## config.mk

```make
export PLATFORM = sky130hd
export DESIGN_NAME = gauss_frame_seq
export DESIGN_NICKNAME = d
export VERILOG_FILES = /design/src/rtl/gauss_frame_seq_pkg.sv /design/src/rtl/gauss_frame_seq_rd_credit_ctr.sv /design/src/rtl/gauss_frame_seq.sv
export SDC_FILE = /design/constraint.sdc
export NUM_CORES = 1
export LEC_CHECK = 0
export BUFFER_PORTS_ARGS = -buffer_cell sky130_fd_sc_hd__buf_2
export CAP_MARGIN = 30
export CORE_ASPECT_RATIO = 0.7
export CORE_MARGIN = 4
export CORE_UTILIZATION = 43
export CTS_CLUSTER_DIAMETER = 40
export DETAILED_ROUTE_END_ITERATION = 10
export PLACE_DENSITY = 0.66
export SYNTH_ARGS = -nofsm -noshare
export SYNTH_HDL_FRONTEND = slang
export SYNTH_SLANG_ARGS = --single-unit
export TNS_END_PERCENT = 20
```

## constraint.sdc

```tcl
create_clock -name clk -period 9.8 [get_ports clk]
set_clock_uncertainty 0.1 [all_clocks]
set_input_delay 1.47 -clock clk [delete_from_list [all_inputs] [get_ports clk]]
set_output_delay 1.47 -clock clk [all_outputs]
set_load 0.01 [all_outputs]
```

## src/rtl/gauss_frame_seq_pkg.sv

```systemverilog
// Shared types and constants for the Gaussian-filter frame sequencer.
package gauss_frame_seq_pkg;

    localparam int PIX_W      = 8;   // pixel width
    localparam int DIM_W      = 12;  // width/height field width
    localparam int CLR_CYCLES = 2;   // cycles the filter clear is held low
    localparam int OUT_CNT_W  = 24;  // filter output counter width

    typedef enum logic [2:0] {
        ST_IDLE  = 3'd0,
        ST_CLEAR = 3'd1,
        ST_FETCH = 3'd2,
        ST_GAP   = 3'd3,
        ST_DRAIN = 3'd4,
        ST_DONE  = 3'd5
    } state_t;

endpackage

```

## src/rtl/gauss_frame_seq_rd_credit_ctr.sv

```systemverilog
// Outstanding-read counter: tracks granted reads not yet returned and
// says whether another request may be issued.
module rd_credit_ctr #(
    parameter int MAX_OUT = 4
) (
    input  logic       clk,
    input  logic       rst_n,
    input  logic       i_issue,
    input  logic       i_return,
    output logic [3:0] o_count,
    output logic       o_can_issue
);

    localparam logic [3:0] MAX_L = 4'(MAX_OUT);

    logic [3:0] r_count;
    logic       w_ret_ok;

    // A return with nothing in flight is a stray and does not count.
    assign w_ret_ok = i_return && (r_count != 4'd0);

    // Issue and return in the same cycle cancel; a slot freed by a return
    // only becomes usable from the following cycle (can_issue is registered-count based).
    always_ff @(posedge clk or negedge rst_n) begin
        if (!rst_n) begin
            r_count <= 4'd0;
        end else if (i_issue && !w_ret_ok) begin
            r_count <= r_count + 4'd1;
        end else if (!i_issue && w_ret_ok) begin
            r_count <= r_count - 4'd1;
        end
    end

    assign o_count     = r_count;
    assign o_can_issue = (r_count < MAX_L);

endmodule

```

## src/rtl/gauss_frame_seq.sv

```systemverilog
// Frame sequencer: clears the 3x3 Gaussian filter, fetches one frame
// row by row from pixel memory, streams returns into the filter with
// inter-line gaps and counts filter outputs to detect frame completion.
module gauss_frame_seq
    import gauss_frame_seq_pkg::*;
#(
    parameter int ADDR_W    = 20,
    parameter int MAX_WIDTH = 1024,
    parameter int MAX_OUT   = 4,
    parameter int H_GAP     = 4
) (
    input  logic              clk,
    input  logic              rst_n,
    input  logic              i_start,
    input  logic [DIM_W-1:0]  i_cfg_width,
    input  logic [DIM_W-1:0]  i_cfg_height,
    input  logic [ADDR_W-1:0] i_cfg_base,
    output logic              o_busy,
    output logic              o_done,
    output logic              o_cfg_err,
    output logic              o_mem_rd_req,
    output logic [ADDR_W-1:0] o_mem_rd_addr,
    input  logic              i_mem_rd_gnt,
    input  logic              i_mem_rd_valid,
    input  logic [PIX_W-1:0]  i_mem_rd_data,
    output logic              o_flt_clr_n,
    output logic [DIM_W-1:0]  o_flt_width,
    output logic [PIX_W-1:0]  o_flt_data,
    output logic              o_flt_valid,
    input  logic              i_flt_out_valid,
    output state_t            o_dbg_state
);

    localparam logic [DIM_W:0] MAX_W_L = (DIM_W+1)'(MAX_WIDTH);

    state_t                 r_state;
    state_t                 w_next_state;
    logic [1:0]             r_clr_cnt;
    logic [15:0]            r_gap_cnt;
    logic [DIM_W-1:0]       r_width;
    logic [DIM_W-1:0]       r_height;
    logic [DIM_W-1:0]       r_col;
    logic [DIM_W-1:0]       r_row;
    logic [ADDR_W-1:0]      r_addr;
    logic [OUT_CNT_W-1:0]   r_out_cnt;
    logic                   r_cfg_err;
    logic [PIX_W-1:0]       r_flt_data;
    logic                   r_flt_valid;

    logic                   w_busy;
    logic                   w_done;
    logic                   w_clr_n;
    logic                   w_req;
    logic                   w_grant;
    logic                   w_legal;
    logic                   w_last_col;
    logic                   w_last_row;
    logic                   w_clr_done;
    logic                   w_gap_done;
    logic                   w_out_full;
    logic                   w_drain_done;
    logic                   w_fwd;
    logic [OUT_CNT_W-1:0]   w_exp_out;
    logic [3:0]             w_outst;
    logic                   w_can_issue;

    rd_credit_ctr #(.MAX_OUT(MAX_OUT)) u_credit (
        .clk         (clk),
        .rst_n       (rst_n),
        .i_issue     (w_grant),
        .i_return    (i_mem_rd_valid),
        .o_count     (w_outst),
        .o_can_issue (w_can_issue)
    );

    assign w_legal      = (i_cfg_width >= 12'd3) && ({1'b0, i_cfg_width} <= MAX_W_L)
                          && (i_cfg_height >= 12'd3);
    assign w_grant      = w_req && i_mem_rd_gnt;
    assign w_last_col   = (r_col == r_width - 12'd1);
    assign w_last_row   = (r_row == r_height - 12'd1);
    assign w_clr_done   = (r_clr_cnt == 2'(CLR_CYCLES - 1));
    assign w_gap_done   = (r_gap_cnt == 16'(H_GAP - 1));
    // A 3x3 filter yields one output per pixel of rows 2..height-1.
    assign w_exp_out    = {12'd0, r_height - 12'd2} * {12'd0, r_width};
    assign w_out_full   = (r_out_cnt == w_exp_out);
    assign w_drain_done = (w_outst == 4'd0) && w_out_full;
    assign w_fwd        = w_busy && i_mem_rd_valid && (w_outst != 4'd0);

    // State register.
    always_ff @(posedge clk or negedge rst_n) begin
        if (!rst_n) r_state <= ST_IDLE;
        else        r_state <= w_next_state;
    end

    // Next-state logic.
    always_comb begin
        w_next_state = r_state;
        case (r_state)
            ST_IDLE:  if (i_start && w_legal) w_next_state = ST_CLEAR;
            ST_CLEAR: if (w_clr_done) w_next_state = ST_FETCH;
            ST_FETCH: begin
                if (w_grant && w_last_col) begin
                    if (w_last_row)      w_next_state = ST_DRAIN;
                    else if (H_GAP == 0) w_next_state = ST_FETCH;
                    else                 w_next_state = ST_GAP;
                end
            end
            ST_GAP:   if (w_gap_done) w_next_state = ST_FETCH;
            ST_DRAIN: if (w_drain_done) w_next_state = ST_DONE;
            ST_DONE:  w_next_state = ST_IDLE;
            default:  w_next_state = ST_IDLE;
        endcase
    end

    // State-decoded outputs.
    always_comb begin
        w_busy  = (r_state != ST_IDLE);
        w_done  = (r_state == ST_DONE);
        w_clr_n = (r_state != ST_CLEAR);
        w_req   = (r_state == ST_FETCH) && w_can_issue;
    end

    // Configuration latch plus clear, gap, address, row and column counters.
    always_ff @(posedge clk or negedge rst_n) begin
        if (!rst_n) begin
            r_width   <= '0;
            r_height  <= '0;
            r_addr    <= '0;
            r_col     <= '0;
            r_row     <= '0;
            r_clr_cnt <= '0;
            r_gap_cnt <= '0;
        end else begin
            case (r_state)
                ST_IDLE: begin
                    if (i_start && w_legal) begin
                        r_width   <= i_cfg_width;
                        r_height  <= i_cfg_height;
                        r_addr    <= i_cfg_base;
                        r_col     <= '0;
                        r_row     <= '0;
                        r_clr_cnt <= '0;
                    end
                end
                ST_CLEAR: r_clr_cnt <= r_clr_cnt + 2'd1;
                ST_FETCH: begin
                    r_gap_cnt <= '0;
                    if (w_grant) begin
                        r_addr <= r_addr + ADDR_W'(1);
                        if (w_last_col) begin
                            r_col <= '0;
                            r_row <= r_row + 12'd1;
                        end else begin
                            r_col <= r_col + 12'd1;
                        end
                    end
                end
                ST_GAP:   r_gap_cnt <= r_gap_cnt + 16'd1;
                default:  ;
            endcase
        end
    end

    // Filter output counter; saturates at the expected count so done fires once.
    always_ff @(posedge clk or negedge rst_n) begin
        if (!rst_n) begin
            r_out_cnt <= '0;
        end else if (r_state == ST_CLEAR) begin
            r_out_cnt <= '0;
        end else if (w_busy && i_flt_out_valid && !w_out_full) begin
            r_out_cnt <= r_out_cnt + 24'd1;
        end
    end

    // Config-error pulse and one-cycle registered forwarding of returns to the filter.
    always_ff @(posedge clk or negedge rst_n) begin
        if (!rst_n) begin
            r_cfg_err   <= 1'b0;
            r_flt_valid <= 1'b0;
            r_flt_data  <= '0;
        end else begin
            r_cfg_err   <= (r_state == ST_IDLE) && i_start && !w_legal;
            r_flt_valid <= w_fwd;
            if (w_fwd) r_flt_data <= i_mem_rd_data;
        end
    end

    assign o_busy        = w_busy;
    assign o_done        = w_done;
    assign o_cfg_err     = r_cfg_err;
    assign o_mem_rd_req  = w_req;
    assign o_mem_rd_addr = r_addr;
    assign o_flt_clr_n   = w_clr_n;
    assign o_flt_width   = r_width;
    assign o_flt_data    = r_flt_data;
    assign o_flt_valid   = r_flt_valid;
    assign o_dbg_state   = r_state;

endmodule

```

# Word level (Yosys, flattened, before mapping)
# Index checks and enable logic that the tools add are counted.
[op_classes]
n_addsub = 11
mul = 1
order_cmp = 4
eq_ne = 18
mux = 24
reduce_logical = 34
[op_table]
columns = ["op", "n"]
rows = [
  ["12-bit 2-to-1 mux", 5],
  ["24-bit 2-to-1 mux", 2],
  ["12-bit one-hot mux with 2 select lines", 2],
  ["20-bit 2-to-1 mux", 2],
  ["20-bit one-hot mux with 2 select lines", 1],
  ["16-bit one-hot mux with 2 select lines", 1],
  ["12-bit by 1-bit adder with 12-bit output (second input constant)", 2],
  ["24-bit by 1-bit adder with 24-bit output (second input constant)", 1],
  ["12-bit equality test", 2],
  ["24-bit equality test", 1],
  ["12-bit by 2-bit greater-or-equal comparator with 1-bit output (second input constant)", 2],
  ["12-bit by 12-bit multiplier with 24-bit output", 1],
  ["12-bit by 1-bit subtractor with 12-bit output (second input constant)", 2],
  ["20-bit by 1-bit adder with 20-bit output (second input constant)", 1],
  ["3-bit 2-to-1 mux", 6],
  ["16-bit by 1-bit adder with 16-bit output (second input constant)", 1],
  ["16-bit by 2-bit equality test with 1-bit output (second input constant)", 1],
  ["1-bit logical AND", 16],
  ["3-bit one-hot mux with 5 select lines", 1],
  ["12-bit by 11-bit <= comparator with 1-bit output (second input constant)", 1],
  ["2-bit != test (second input constant)", 6],
  ["12-bit by 2-bit subtractor with 12-bit output (second input constant)", 1],
  ["2-bit nonzero test", 5],
  ["4-bit 2-to-1 mux", 2],
  ["21 further kinds", 27],
]
[word_totals]
ff_bits = 127
in_bits = 58
out_inout_bits = 49
word_cells = 105

# Depth between registers and ports, before layout
# Gate-level depths: netlist of the first run.
[logic_depth]
depth_word = 7
ltp_mapped = 30
depth_no_buf = 24

# Modules after synthesis
# Synthesis of the first run repeated with hierarchy kept, for this count alone.
[hier_totals]
cells_unflattened = 1479
area_unflattened_um2 = 12497.0
[modules_own_cells]
columns = ["mod", "n_inst", "cells_each", "area_each_um2", "seq_area_each_um2"]
rows = [
  ["gauss_frame_seq", 1, 1449, 12180.4, 3078.0],
  ["rd_credit_ctr", 1, 30, 316.6, 100.1],
]

# Least setup slack after synthesis of the first run
# Ideal clock, no wire load.
[synth_timing]
path_type = "register to register"
startpoint = "register r_height[1]"
endpoint = "register r_state[0], in the netlist o_dbg_state[0]"
setup_time_ps = 87
t_arrival_ps = 7618
required_ps = 9613
slack_ps = 1995
path_stages_with_launch = 29
path_buffers = 6
path_cell_list = "dfrtp_1 -> clkbuf_1 -> inv_1 -> ha_1 -> or3b_2 -> clkbuf_1 -> nor4_1 -> xor2_1 -> clkbuf_1 -> nand2_1 -> fa_1 -> fa_1 -> fa_1 -> fa_1 -> fa_1 -> inv_1 -> ha_1 -> buf_2 -> nor2b_1 -> nor2b_1 -> a2111o_1 -> or4_1 -> a2111oi_2 -> o2111ai_1 -> a2111oi_4 -> buf_6 -> buf_6 -> nand4b_1 -> o211ai_1"
[synth_between]
elab_chain_len = 6
word_cells_on_any_way = 11
cone_classes = "add/sub (2); mul (1); eq/ne (3); mux (3); reduce/logical (2)"
[synth_rtl]
columns = ["element", "line_no", "text"]
rows = [
  ["start, declared", "gauss_frame_seq.sv:41", "logic [DIM_W-1:0] r_height;"],
  ["start signal, assigned", "gauss_frame_seq.sv:138", "r_height <= i_cfg_height;"],
  ["12-bit by 2-bit subtractor with 12-bit output", "gauss_frame_seq.sv:84", "assign w_exp_out = {12'd0, r_height - 12'd2} * {12'd0, r_width};"],
  ["12-bit by 12-bit multiplier with 24-bit output", "gauss_frame_seq.sv:84", ""],
  ["24-bit equality test", "gauss_frame_seq.sv:85", "assign w_out_full = (r_out_cnt == w_exp_out);"],
  ["1-bit logical AND", "gauss_frame_seq.sv:86", "assign w_drain_done = (w_outst == 4'd0) && w_out_full;"],
  ["2-bit != test (no source line)", "n/a", ""],
  ["5-bit AND reduction (no source line)", "n/a", ""],
  ["end signal, assigned", "gauss_frame_seq.sv:92", "else r_state <= w_next_state;"],
  ["end, declared", "gauss_frame_seq.sv:36", "state_t r_state;"],
]
# Several ways; a longest one is shown, not always the timed one. The select of a mux whose other input is x is not followed.
# A chain may end at the register's enable or synchronous reset.

# Worst setup path in the final report of the first run
[layout_timing]
startpoint = "register r_height[1]"
endpoint = "register r_out_cnt[0]"
[layout_between]
elab_chain_len = 6
[layout_rtl]
columns = ["element", "line_no", "text"]
rows = [
  ["12-bit by 2-bit subtractor with 12-bit output", "gauss_frame_seq.sv:84", ""],
  ["12-bit by 12-bit multiplier with 24-bit output", "gauss_frame_seq.sv:84", ""],
  ["24-bit equality test", "gauss_frame_seq.sv:85", ""],
  ["1-bit zero test", "gauss_frame_seq.sv:170", "end else if (w_busy && i_flt_out_valid && !w_out_full) begin"],
  ["1-bit logical AND", "gauss_frame_seq.sv:170", ""],
  ["2-bit nonzero test (no source line)", "n/a", ""],
  ["end signal, assigned", "gauss_frame_seq.sv:171", "r_out_cnt <= r_out_cnt + 24'd1;"],
  ["end, declared", "gauss_frame_seq.sv:45", "logic [OUT_CNT_W-1:0] r_out_cnt;"],
]
# No other way between the ends.

==> flow_summary_export.csv, run 1 <==
group,metric,value,unit
clock_network,clock_tree.root_cell,"clkbuf_16",
detailed_routing,vias,10700,
clock_network,clk_pin_slew,0.06,ns
die,ioPinCount,107,
setup_path,r2r_slack,1.25,ns
setup_path,worstReg2RegEnd,"r_out_cnt[0]",
yosys,syn_area,0.0124,mm2
place,place_area,0.0132,mm2
detailed_routing,dr.pass1.iters,5,
final_layout,fin_nets,1727,
clock_network,clock_latency,0.44,ns
yosys,yosysSeqAreaShare,0.256,
hold_path,holdPathStages,1,
grt,grt_pass1_wl,54600,um
clock_network,cts_inserted_buffers,17,
die,die_x,211,um
sta,rsz0062_at_grt,"no",
yosys,yosysWarnings,0,
final_layout,area_delta_synth_final,11.4,%
final_layout,mostFrequentLayoutCell,"nand2_1",
power,swShare,0.472,
place,io_buffers,106,
grt,grt_pass1_vias,10300,
detailed_routing,wl,32800,um
yosys,async_flop_share,1.00,
setup_path,cp-start-kind,"flip-flop",
die,die_area,0.0317,mm2
place,gp_congestion,0.897,
clock_network,htree_levels,4,
power,ir_drop,0.163,mV
detailed_routing,wl_met1,16500,um
clock_network,cts_resized,0,
final_layout,fin_cells,1878,
power,clock_power_share,0.179,
clock_network,post_cts_buffers,0,
grt,grt_max_degree,70,
detailed_routing,wl_met3,2420,um
power,power.density,263,mW/mm2
sta,slew_headroom,0.288,
sta,maxSlewViolCount,0,
clock_network,clockBufferDepth,2,
setup_path,crit-reg2reg-launch,"r_height[1]",
power,p_seq_frac,0.249,
detailed_routing,antenna_left,0,
clock_network,cts-hold-fix-buffers,0,
power,p_leak,6.21,nW
detailed_routing,drc_errors,0,
hold_path,min_from,"r_clr_cnt[0]",
setup_path,critical_path.most_common_cell,"fa_1",
yosys,synth.distinct_cells,73,
place,dpl.hpwl,25100,um
grt,grt-ovfl-total,0,
sta,period_needed,8.55,ns
setup_path,critical_path_class,"reg2reg",
final_layout,layout_common_cells,"nand2_1 (204), dfrtp_1 (127), inv_1 (107)",
die,start_util,0.442,
sta,worstMarginPinSlew,1.06,ns
setup_path,endpoint_kind,"flip-flop",
setup_path,critPathBufInv,5,
sta,hold_slack,0.401,ns
sta,setup_viol,0,
final_layout,post-route-util,0.492,
yosys,syn_avg_cell_area,8.69,um2
detailed_routing,highest_layer,"met4",
yosys,yosys_register_bits,127,
place,numPlacedInstances,1844,
die,core-area,0.0281,mm2
clock_network,cts_tree,"done",
yosys,syn_nets,1663,
die,die_h,150,um
outcome,status,"completed",
detailed_routing,drt_iter0_drc,938,
setup_path,crit_fanout,46,
setup_path,crit_path_cell_trace,"inv_1 -> ha_1 -> or3b_2 -> xnor2_1 -> nand2_1 -> fa_1 -> fa_1 -> inv_1 -> fa_1 -> inv_1 -> fa_1 -> fa_1 -> inv_1 -> ha_1 -> a21oi_1 -> o21ai_0 -> o2bb2ai_1 -> or4_1 -> a2111oi_2 -> o2111ai_1 -> a2111oi_4 -> buf_4 -> or3_1 -> a21oi_1",
final_layout,diodes,0,
final_layout,layout-drive-gt1-share,0.135,
power,total_power,3.65,mW
power,p_sw,1.72,mW
power,p_comb_frac,0.572,
power,intPower,1.93,mW
hold_path,min_to,"r_clr_cnt[0]",
hold_path,hold_class,"reg2reg",
setup_path,max_stage_delay,0.82,ns
final_layout,design_area,0.0138,mm2
sta,timing.final.crit_share,0.872,
setup_path,cp_slowest_cell,"xnor2_1",
sta,worst_slack,1.25,ns
setup_path,critPathTopFamily,"adder cells",
yosys,syn_inst,1430,
place,dp_worst_setup_slack,1.21,ns
clock_network,clock_sinks,127,
flow_run,cap_violations,0,
grt,track_usage,0.213,
detailed_routing,wl_met2,13400,um
sta,max_freq,117,MHz
yosys,synth_edf_count,0,
sta,setup_tns,0,ns
yosys,ys.flop_type,"dfrtp_1",
grt,antenna_found_initial,0,
setup_path,critPathRequiredTime,9.98,ns
die,rows,51,
detailed_routing,avgViaCountPerCell,5.67,
setup_path,reg2reg_depth,24,
sta,hold_viol_final,0,
detailed_routing,wl_per_cell,17.5,um
setup_path,arrival,8.73,ns
per-layer routing:
| metal | GRT usage | vias to the layer above |
|---|---|---|
| met1 | 0.331 | 5225 |
| met2 | 0.300 | 336 |
| met3 | 0.0475 | 47 |
| met4 | 0.0551 | 0 |
| li1 | - | 5042 |
| met5 | 0 | - |
cell usage after synthesis, types with 30 or more instances:
cell type    n  area share
xnor2_1     40       0.028
dfrtp_1    127        0.26
inv_1      107       0.032
nor3_1      31       0.012
and2_1      42       0.021
o21ai_0     79       0.032
mux2_2      30       0.027
nand2_1    204       0.062
a21oi_1     79       0.032
nand3_1     48       0.019
xor2_1      34       0.024
ha_1        74       0.075
fa_1       101        0.16
nor2_1      76       0.023
clkbuf_1    63       0.019
power groups by stage:
stage	registers (mW)	logic [mW]	clock network, mW
CTS	0.903	2.09	0.661
floorplan	0.808	1.57	0
global route	0.938	2.38	0.685
global placement	0.902	2.03	0
detailed placement	0.911	2.05	0
finish	0.910	2.09	0.653
logic make-up after synthesis:
kind of cell / count (synthesis) / share of synthesized area
adder cells (fa/ha/maj): 175 / 0.237
AND/OR/NAND/NOR: 567 / 0.228
buffers and inverters: 184 / 0.0576
AO/OA/AOI/OAI: 261 / 0.131
multiplexers: 41 / 0.0371
XOR/XNOR: 75 / 0.0535
flip-flops: 127 / 0.256
final cells by class:
type,count,area (um2)
Timing Repair Buffer,122,667
Clock buffer,18,429
Sequential cell,127,3180
Multi-Input combinational cell,1119,8540
Inverter,107,402
Tap cell,371,464
Fill cell,2645,14300
Clock inverter,14,166
state kept, by name, indices dropped and copies added, names as in the netlist:
register / flops
r_out_cnt: 24
o_mem_rd_addr: 20
r_gap_cnt: 16
o_flt_width: 12
r_col: 12
r_height: 12
r_row: 12
o_flt_data: 8
u_credit.o_count: 4
o_dbg_state: 3
r_clr_cnt: 2
o_cfg_err: 1
o_flt_valid: 1
how the worst max path moves through the flow:
stage | startpoint | endpoint | depth (start not counted)
5_1_grt | r_height[1] | r_out_cnt[8] | 24
3_5_place_dp | r_height[1] | r_out_cnt[22] | 23
2_1_floorplan | r_height[1] | o_dbg_state[0] | 28
3_3_place_gp | r_height[1] | r_out_cnt[22] | 23
4_1_cts | r_height[1] | r_out_cnt[0] | 23
6_report | r_height[1] | r_out_cnt[0] | 24
No activity file was read; power rests on OpenSTA's default activity.
==> run 2: changes to the inputs <==
Settings changed: CTS_BUF_LIST from default to sky130_fd_sc_hd__clkbuf_8.
==> run 2 against run 1 <==
Against the previous run: clock power decreased by 26%; cell count about the same; die area unchanged; sequential cell count unchanged; total power decreased by 4.7%; clock-buffer cell count decreased by 1; hold slack improved by 0.0038 ns; setup slack improved by 0.0028 ns; via count increased by 0.62%; global-route usage about the same; sequential share of layout area increased by 0.32 points; non-clock buffer count unchanged; largest power group unchanged; highest routed layer unchanged.
==> flow_summary_export.csv, run 2 (synthesized netlist as in run 1, its figures left out) <==
group,metric,value,unit
setup_path,critPathTopFamily,"adder cells",
detailed_routing,dr.pass1.iters,5,
sta,rsz0062_at_grt,"no",
grt,track_usage,0.213,
place,gp_congestion,0.897,
die,die_x,211,um
setup_path,critical_path.most_common_cell,"fa_1",
clock_network,clockBufferDepth,2,
setup_path,arrival,8.82,ns
setup_path,crit_fanout,46,
clock_network,cts_tree,"done",
die,core-area,0.0281,mm2
clock_network,htree_levels,4,
sta,worstMarginPinSlew,1.05,ns
sta,maxSlewViolCount,0,
setup_path,critPathBufInv,5,
place,io_buffers,106,
detailed_routing,drt_iter0_drc,926,
setup_path,endpoint_kind,"flip-flop",
power,power.density,254,mW/mm2
clock_network,clock_latency,0.47,ns
clock_network,cts_resized,0,
setup_path,critical_path_class,"reg2reg",
grt,grt-ovfl-total,0,
power,p_leak,6.13,nW
final_layout,fin_cells,1879,
final_layout,largest_register,"r_out_cnt",
final_layout,ff_latch_area,0.00318,mm2
final_layout,layout-drive-gt1-share,0.135,
setup_path,cp_slowest_cell,"xnor2_1",
die,die_h,150,um
grt,grt_pass1_vias,10300,
grt,grt_max_degree,70,
final_layout,post-route-util,0.485,
power,ir_drop,0.156,mV
sta,slew_headroom,0.296,
die,start_util,0.442,
outcome,status,"completed",
sta,period_needed,8.55,ns
sta,timing.final.crit_share,0.872,
grt,antenna_found_initial,0,
final_layout,n_fill_cell,2667,
sta,hold_viol_final,0,
clock_network,clk_pin_slew,0.08,ns
detailed_routing,drc_errors,0,
setup_path,critPathRequiredTime,10.08,ns
setup_path,crit_path_cell_trace,"inv_1 -> ha_1 -> or3b_2 -> xnor2_1 -> nand2_1 -> fa_1 -> fa_1 -> inv_1 -> fa_1 -> inv_1 -> fa_1 -> fa_1 -> inv_1 -> ha_1 -> a21oi_1 -> o21ai_0 -> o2bb2ai_1 -> or4_1 -> a2111oi_2 -> o2111ai_1 -> a2111oi_4 -> buf_4 -> o21ai_0 -> a21oi_1",
setup_path,cp-start-kind,"flip-flop",
clock_network,post_cts_buffers,0,
clock_network,cts_inserted_buffers,17,
place,place_area,0.0132,mm2
sta,setup_viol,0,
sta,setup_tns,0,ns
final_layout,largest_reg_flops,24,
detailed_routing,vias,10700,
final_layout,design_area,0.0137,mm2
clock_network,cts-hold-fix-buffers,0,
final_layout,area_delta_synth_final,9.93,%
die,die_area,0.0317,mm2
detailed_routing,wl,32800,um
power,total_power,3.48,mW
detailed_routing,wl_per_cell,17.5,um
sta,max_freq,117,MHz
flow_run,cap_violations,0,
final_layout,multi_input_area,0.00854,mm2
clock_network,clock_sinks,127,
final_layout,layout_common_cells,"nand2_1 (204), dfrtp_1 (127), inv_1 (108)",
place,numPlacedInstances,1844,
die,rows,51,
die,ioPinCount,107,
clock_network,clock_tree.root_cell,"clkbuf_8",
hold_path,hold_class,"reg2reg",
place,dpl.hpwl,25100,um
final_layout,mostFrequentLayoutCell,"nand2_1",
final_layout,fin_nets,1727,
grt,grt_pass1_wl,54500,um
setup_path,max_stage_delay,0.81,ns
detailed_routing,antenna_left,0,
detailed_routing,avgViaCountPerCell,5.70,
run 2: changes by cell type in the layout (fill, tap and decap cells not counted), sizes merged:
cell / previous run / this run
clkbuf: 18 / 17
diode: 0 / 1
inv: 109 / 110
run 2: area by class of cell:
class                           count  share of cell area
Tap cell                          371              0.0340
Inverter                          107              0.0294
Clock buffer                       17              0.0171
Multi-Input combinational cell   1119               0.625
Timing Repair Buffer              122              0.0488
Antenna cell                        1            0.000183
Clock inverter                     15              0.0125
Sequential cell                   127               0.233
run 2: metal layers:
layer | part of all wire | global-route usage | wire [um] | vias up
met4 | 0.011 | 0.0496 | 374 | 0
met5 | 0 | 0 | 0 | -
li1 | - | - | - | 5038
met3 | 0.079 | 0.0494 | 2580 | 38
met1 | 0.50 | 0.332 | 16500 | 5228
met2 | 0.41 | 0.298 | 13400 | 412
run 2: path summary, 6_finish.rpt:
path                               from        endpoint  slack [ns]  cells after the start
setup / recovery            r_height[1]    r_out_cnt[0]        1.25                     24
min in group asynchronous         rst_n  o_flt_width[7]        0.91                      1
hold reg to reg            r_clr_cnt[0]    r_clr_cnt[0]        0.41                      1
setup reg to reg            r_height[1]    r_out_cnt[0]        1.25                     24
hold / removal             r_clr_cnt[0]    r_clr_cnt[0]        0.41                      1
max in group asynchronous         rst_n   r_out_cnt[10]        7.42                      2
run 2: power by group:
part	internal, mW	switching (mW)
registers	0.650	0.258
clock network	0.250	0.231
logic	0.874	1.21
total	1.77	1.70
run 2: through the flow:
| stage | worst slack, ns | hold slack (ns) |
|---|---|---|
| 2_1_floorplan | 2.00 | 0.365 |
| 3_3_place_gp | 1.44 | 0.383 |
| 3_5_place_dp | 1.21 | 0.391 |
| 4_1_cts | 1.14 | 0.408 |
| 5_1_grt | 0.652 | 0.434 |
| 6_report | 1.25 | 0.405 |
